### src/rtl/log_scheduler_pkg.sv
// Shared types for the log-unit scheduler: FSM states and the
// saturation code returned when the log unit never answers.
package log_scheduler_pkg;

    typedef enum logic [1:0] {
        S_IDLE  = 2'd0,
        S_ISSUE = 2'd1,
        S_WAIT  = 2'd2,
        S_HOLD  = 2'd3
    } state_e;

    localparam logic [15:0] LOG_SAT = 16'h8000;

endpackage

### src/rtl/log_scheduler_rr_arbiter.sv
// Combinational round-robin arbiter: first set request strictly after
// last_i, wrapping, as both a one-hot grant and an index.
module log_scheduler_rr_arbiter #(
    parameter int N_CH = 4,
    parameter int IW   = $clog2(N_CH)
) (
    input  logic [N_CH-1:0] req_i,
    input  logic [IW-1:0]   last_i,
    output logic [N_CH-1:0] gnt_o,
    output logic [IW-1:0]   idx_o,
    output logic            any_o
);

    logic [IW-1:0] cand;
    logic          found;

    always_comb begin
        gnt_o = '0;
        idx_o = '0;
        cand  = '0;
        found = 1'b0;
        for (int i = 1; i <= N_CH; i++) begin
            cand = IW'((int'(last_i) + i) % N_CH);
            if (!found && req_i[cand]) begin
                found       = 1'b1;
                gnt_o[cand] = 1'b1;
                idx_o       = cand;
            end
        end
    end

    assign any_o = |req_i;

endmodule

### src/rtl/log_scheduler.sv
// Shares one multi-cycle log unit between N_CH mel channels, one
// conversion per channel per frame, results tagged with their channel.
module log_scheduler
    import log_scheduler_pkg::*;
#(
    parameter int N_CH    = 4,
    parameter int DATA_W  = 32,
    parameter int LOG_W   = 16,
    parameter int TIMEOUT = 63
) (
    input  logic                     clk,
    input  logic                     rst_n,
    input  logic [N_CH-1:0]          req_valid,
    input  logic [N_CH*DATA_W-1:0]   req_data,
    output logic [N_CH-1:0]          req_ready,
    output logic [DATA_W-1:0]        lu_data,
    output logic                     lu_valid,
    input  logic [LOG_W-1:0]         lu_result,
    input  logic                     lu_done,
    output logic                     res_valid,
    output logic [LOG_W-1:0]         res_data,
    output logic [$clog2(N_CH)-1:0]  res_ch,
    input  logic                     res_ready,
    output logic                     frame_done,
    output logic                     err_timeout,
    output logic                     busy
);

    localparam int IW = $clog2(N_CH);
    localparam int CW = $clog2(TIMEOUT + 1);

    state_e            state_q, state_d;
    logic [CW-1:0]     cnt_q, cnt_d;
    logic [N_CH-1:0]   mask_q, mask_d;
    logic [IW-1:0]     last_q, last_d;
    logic [DATA_W-1:0] lu_data_q, lu_data_d;
    logic [LOG_W-1:0]  res_data_q, res_data_d;
    logic [IW-1:0]     res_ch_q, res_ch_d;
    logic              fd_q, fd_d;
    logic              err_q, err_d;

    logic [N_CH-1:0]   eligible;
    logic [N_CH-1:0]   gnt;
    logic [IW-1:0]     gidx;
    logic              gany;
    logic [N_CH-1:0]   mask_set;
    logic [CW-1:0]     cnt_inc;

    assign eligible = req_valid & ~mask_q;
    assign mask_set = mask_q | (N_CH'(1) << res_ch_q);
    assign cnt_inc  = cnt_q + CW'(1);

    log_scheduler_rr_arbiter #(
        .N_CH (N_CH),
        .IW   (IW)
    ) u_arb (
        .req_i  (eligible),
        .last_i (last_q),
        .gnt_o  (gnt),
        .idx_o  (gidx),
        .any_o  (gany)
    );

    always_ff @(posedge clk or negedge rst_n) begin
        if (!rst_n) begin
            state_q    <= S_IDLE;
            cnt_q      <= '0;
            mask_q     <= '0;
            last_q     <= IW'(N_CH - 1);
            lu_data_q  <= '0;
            res_data_q <= '0;
            res_ch_q   <= '0;
            fd_q       <= 1'b0;
            err_q      <= 1'b0;
        end else begin
            state_q    <= state_d;
            cnt_q      <= cnt_d;
            mask_q     <= mask_d;
            last_q     <= last_d;
            lu_data_q  <= lu_data_d;
            res_data_q <= res_data_d;
            res_ch_q   <= res_ch_d;
            fd_q       <= fd_d;
            err_q      <= err_d;
        end
    end

    always_comb begin
        state_d    = state_q;
        cnt_d      = cnt_q;
        mask_d     = mask_q;
        last_d     = last_q;
        lu_data_d  = lu_data_q;
        res_data_d = res_data_q;
        res_ch_d   = res_ch_q;
        fd_d       = 1'b0;
        err_d      = err_q;
        unique case (state_q)
            S_IDLE: begin
                if (gany) begin
                    lu_data_d = req_data[gidx*DATA_W +: DATA_W];
                    res_ch_d  = gidx;
                    last_d    = gidx;
                    state_d   = S_ISSUE;
                end
            end
            S_ISSUE: begin
                cnt_d   = '0;
                state_d = S_WAIT;
            end
            S_WAIT: begin
                cnt_d = cnt_inc;
                // a result arriving on the timeout cycle is still taken
                if (lu_done) begin
                    res_data_d = lu_result;
                    state_d    = S_HOLD;
                end else if (cnt_inc == CW'(TIMEOUT)) begin
                    res_data_d = LOG_W'(LOG_SAT);
                    err_d      = 1'b1;
                    state_d    = S_HOLD;
                end
            end
            S_HOLD: begin
                if (res_ready) begin
                    if (&mask_set) begin
                        mask_d = '0;
                        fd_d   = 1'b1;
                    end else begin
                        mask_d = mask_set;
                    end
                    state_d = S_IDLE;
                end
            end
            default: state_d = S_IDLE;
        endcase
    end

    always_comb begin
        req_ready = (state_q == S_IDLE) ? gnt : '0;
        lu_valid  = (state_q == S_ISSUE);
        res_valid = (state_q == S_HOLD);
        busy      = (state_q != S_IDLE);
    end

    assign lu_data     = lu_data_q;
    assign res_data    = res_data_q;
    assign res_ch      = res_ch_q;
    assign frame_done  = fd_q;
    assign err_timeout = err_q;

endmodule

### config.mk
export PLATFORM = sky130hd
export DESIGN_NAME = log_scheduler
export DESIGN_NICKNAME = d
export VERILOG_FILES = /design/src/rtl/log_scheduler_pkg.sv /design/src/rtl/log_scheduler_rr_arbiter.sv /design/src/rtl/log_scheduler.sv
export SDC_FILE = /design/constraint.sdc
export NUM_CORES = 1
export LEC_CHECK = 0
export CAP_MARGIN = 15
export CORE_MARGIN = 4
export CORE_UTILIZATION = 40
export CTS_CLUSTER_DIAMETER = 30
export CTS_CLUSTER_SIZE = 30
export DETAILED_ROUTE_END_ITERATION = 16
export MAX_ROUTING_LAYER = met4
export PLACE_DENSITY = 0.79
export SLEW_MARGIN = 20
export SYNTH_ARGS = -nofsm -noshare
export SYNTH_HDL_FRONTEND = slang
export SYNTH_HIERARCHICAL = 1
export SYNTH_SLANG_ARGS = --single-unit
### constraint.sdc
create_clock -name clk -period 4.75 [get_ports clk]
set_clock_uncertainty 0.15 [all_clocks]
set_input_delay 1.1875 -clock clk [delete_from_list [all_inputs] [get_ports clk]]
set_output_delay 1.1875 -clock clk [all_outputs]
set_load 0.02 [all_outputs]
==> results.json <==
{
  "status": "completed",
  "worstMarginPinSlew_ns": 0.643,
  "power.density_mw_per_mm2": 643,
  "clk_path_buf_depth": 2,
  "ys.warnings.count": 6,
  "drt_iter0_markers": 160,
  "clock_latency_ns": 0.34,
  "fp.coreArea_mm2": 0.0104,
  "synth-edff-count": 0,
  "gp_congestion": 0.896,
  "synth_top_area_share": 0.371,
  "synth_area_leaders": "dfrtp_1 37%, mux4_2 18%, mux2_2 8.6%",
  "grt_max_degree": 47,
  "fin_nets": 743,
  "drt-pass1-iter-count": 4,
  "slew_viol_final": 0,
  "synth_top_flop_cell": "dfrtp_1",
  "cts_tree": "done",
  "async_flop_share": 1.00,
  "r2r-start": "last_q[1]",
  "synth.cell_area_mm2": 0.00432,
  "grt_pass1_wl_um": 22300,
  "ys_types": 53,
  "antennaDiodeCount": 0,
  "drtAntennaViolNets": 0,
  "drc_errors": 0,
  "path_depth": 9,
  "fill_cells": 814,
  "whs_ns": 0.323,
  "root_buffer": "clkbuf_8",
  "wl_per_cell_um": 19.8,
  "path_cells": "clkdlybuf4s50_1 -> nor2b_2 -> buf_4 -> mux4_2 -> nand2_1 -> o21ai_1 -> a221o_1 -> and2_1 -> clkdlybuf4s15_1",
  "synth_cells": 370,
  "path_delay_family": "buffers and inverters",
  "syn2layout_area_growth_pct": 58.3,
  "cp_slowest_cell": "mux4_2",
  "grt_pass1_vias": 4249,
  "io_pins": 211,
  "synthTopCellsByCount": "64 x dfrtp_1, 34 x mux4_2, 33 x mux2_2",
  "rows": 37,
  "path_buf_inv": 3,
  "finalSetupViolations": 0,
  "final-instance-count-excl-fill": 718,
  "yosysTopAreaCell": "dfrtp_1",
  "dp_hpwl_um": 11000,
  "placed_cell_area_mm2": 0.00656,
  "die_area_mm2": 0.0125,
  "port_buffers": 210,
  "cp_max_fo": 5,
  "globalRouteOverflowTotal": 0,
  "hold_viol": 0,
  "crit_required_ns": 3.41,
  "endpoint_kind": "output pin",
  "max_freq_mhz": 213,
  "grt_usage": 0.233,
  "post_cts_buffers": 0,
  "fin_area_mm2": 0.00683,
  "cts_buffers": 9,
  "max_stage_delay_ns": 0.55,
  "crit_type": "input pin to output pin",
  "p_leak_nw": 2.69,
  "post-route-period-util": 0.990,
  "crit_end": "req_ready[3]",
  "startpoint": "req_valid[2]",
  "yosys_register_bits": 66,
  "fin_util": 0.656,
  "drt-total-wl_um": 14200,
  "die_h_um": 112,
  "reg2reg_to": "lu_data[26]",
  "syn_nets": 536,
  "seq_area_frac_synth": 0.383,
  "rr_worst_depth": 9,
  "antenna_found_initial": 0,
  "slew_headroom": 0.571,
  "drive_above_1_share": 0.187,
  "cts-htree-levels": 3,
  "synth_most_common_cell": "dfrtp_1",
  "rsz0062_at_grt": "no",
  "placedCellCount": 702,
  "cap_violations": 0,
  "hold_class": "flip-flop to flip-flop",
  "cts_sinks": 66,
  "die_w_um": 112,
  "period_minus_slack_ns": 4.70,
  "cp-start-kind": "input pin",
  "clk_pin_slew_ns": 0.08,
  "via_per_inst": 5.47,
  "cts_hold_buf": 0,
  "start_util": 0.414,
  "arrival_ns": 3.36,
  "vdd.ir_drop.worst_uv": 330,
  "routed-via-count": 3926,
  "rrSetupSlack_ns": 1.18,
  "avgSynthCellArea_um2": 11.7
}
==> cells in the final DEF (no fill, tap or decap), types with 3 or more instances in the layout <==
master,netlist,final
nor2_1,11,10
a22oi_1,17,17
nand3_1,8,8
mux4_2,34,34
ha_1,14,14
nor3_1,4,4
dfrtp_1,64,64
clkbuf_8,0,10
nand2_1,24,24
nor3b_1,3,3
nor4_1,3,3
o21ai_0,24,24
mux2_2,33,33
buf_4,3,12
a211oi_1,5,5
clkdlybuf4s50_1,0,205
a21oi_1,6,5
nand2b_1,17,17
and2_1,6,6
nor2b_1,11,9
inv_1,13,13
bufinv_16,0,4
a221o_1,4,4
o21ai_1,5,5
==> worst reg2reg max path: stages (launching register included) <==
cell and delay (ns):
dfstp_2 0.66, inv_1 0.20, ha_1 0.57, nor2b_1 0.15, a22oi_1 0.21, o211ai_1 0.15, a21oi_4 0.22, buf_12 0.27
mux4_2 0.60, mux2_2 0.28
==> routing by layer <==
layer / vias to the layer above / wire (um) / part of all wire / track usage
met5: - / 0 / 0 / -
met3: 20 / 1140 / 0.080 / 0.0761
li1: 1806 / - / - / -
met2: 153 / 7550 / 0.53 / 0.405
met1: 1947 / 5280 / 0.37 / 0.257
met4: 0 / 255 / 0.018 / 0.0624
==> cells by family after synthesis <==
logic type	synth area share
compound gates	0.132
xor+xnor	0.00406
fa+ha+maj	0.0406
buf+inv	0.0504
flops	0.383
mux	0.268
simple gates	0.121
==> what timing repair did <==
action / in CTS / in global routing
resized for setup: 6 / 6
pin swaps: 0 / 2
endpoints found under the setup margin: 4 / 4
hold endpoints to repair: 0 / 0
==> how the worst min path moves through the flow <==
stage | start | end | slack [ns] | cells past startpoint
finish | err_timeout | err_timeout | 0.32 | 1
global route | err_timeout | err_timeout | 0.34 | 1
CTS | err_timeout | err_timeout | 0.33 | 1
detailed placement | err_timeout | err_timeout | 0.30 | 1
global placement | err_timeout | err_timeout | 0.29 | 1
floorplan | mask_q[2] | mask_q[1] | 0.32 | 1
==> per-stage QoR <==
stage,TNS (ns),power (W),worst slack [ns]
2_1_floorplan,0,0.00279,0.784
3_3_place_gp,-0.799,0.00370,-0.202
3_5_place_dp,-1.15,0.00377,-0.293
4_1_cts,0,0.00444,0.000329
5_1_grt,0,0.00468,0.00658
6_report,0,0.00439,0.0498
==> state kept, by name, summed over array words and instances (netlist names) <==
register / count
state_q: 2
last_q: 2
mask_q: 4
res_ch: 2
lu_data: 32
frame_done: 1
res_data: 16
cnt_q: 6
err_timeout: 1
==> power by group <==
group	total, W	internal [W]	switching (W)
clock	0.000648	0.000418	0.000230
sequential	0.00103	0.000825	0.000202
combinational	0.00272	0.00141	0.00131
==> layout make-up <==
| cell class | instances | area, um^2 | share of cell area |
|---|---|---|---|
| Clock buffer | 10 | 138 | 0.0201 |
| Clock inverter | 6 | 138 | 0.0201 |
| Inverter | 14 | 52.6 | 0.00769 |
| Multi-Input combinational cell | 263 | 2470 | 0.361 |
| Sequential cell | 66 | 1650 | 0.242 |
| Tap cell | 136 | 170 | 0.0249 |
| Timing Repair Buffer | 223 | 2210 | 0.324 |
Power figures use the tool's default switching activity.
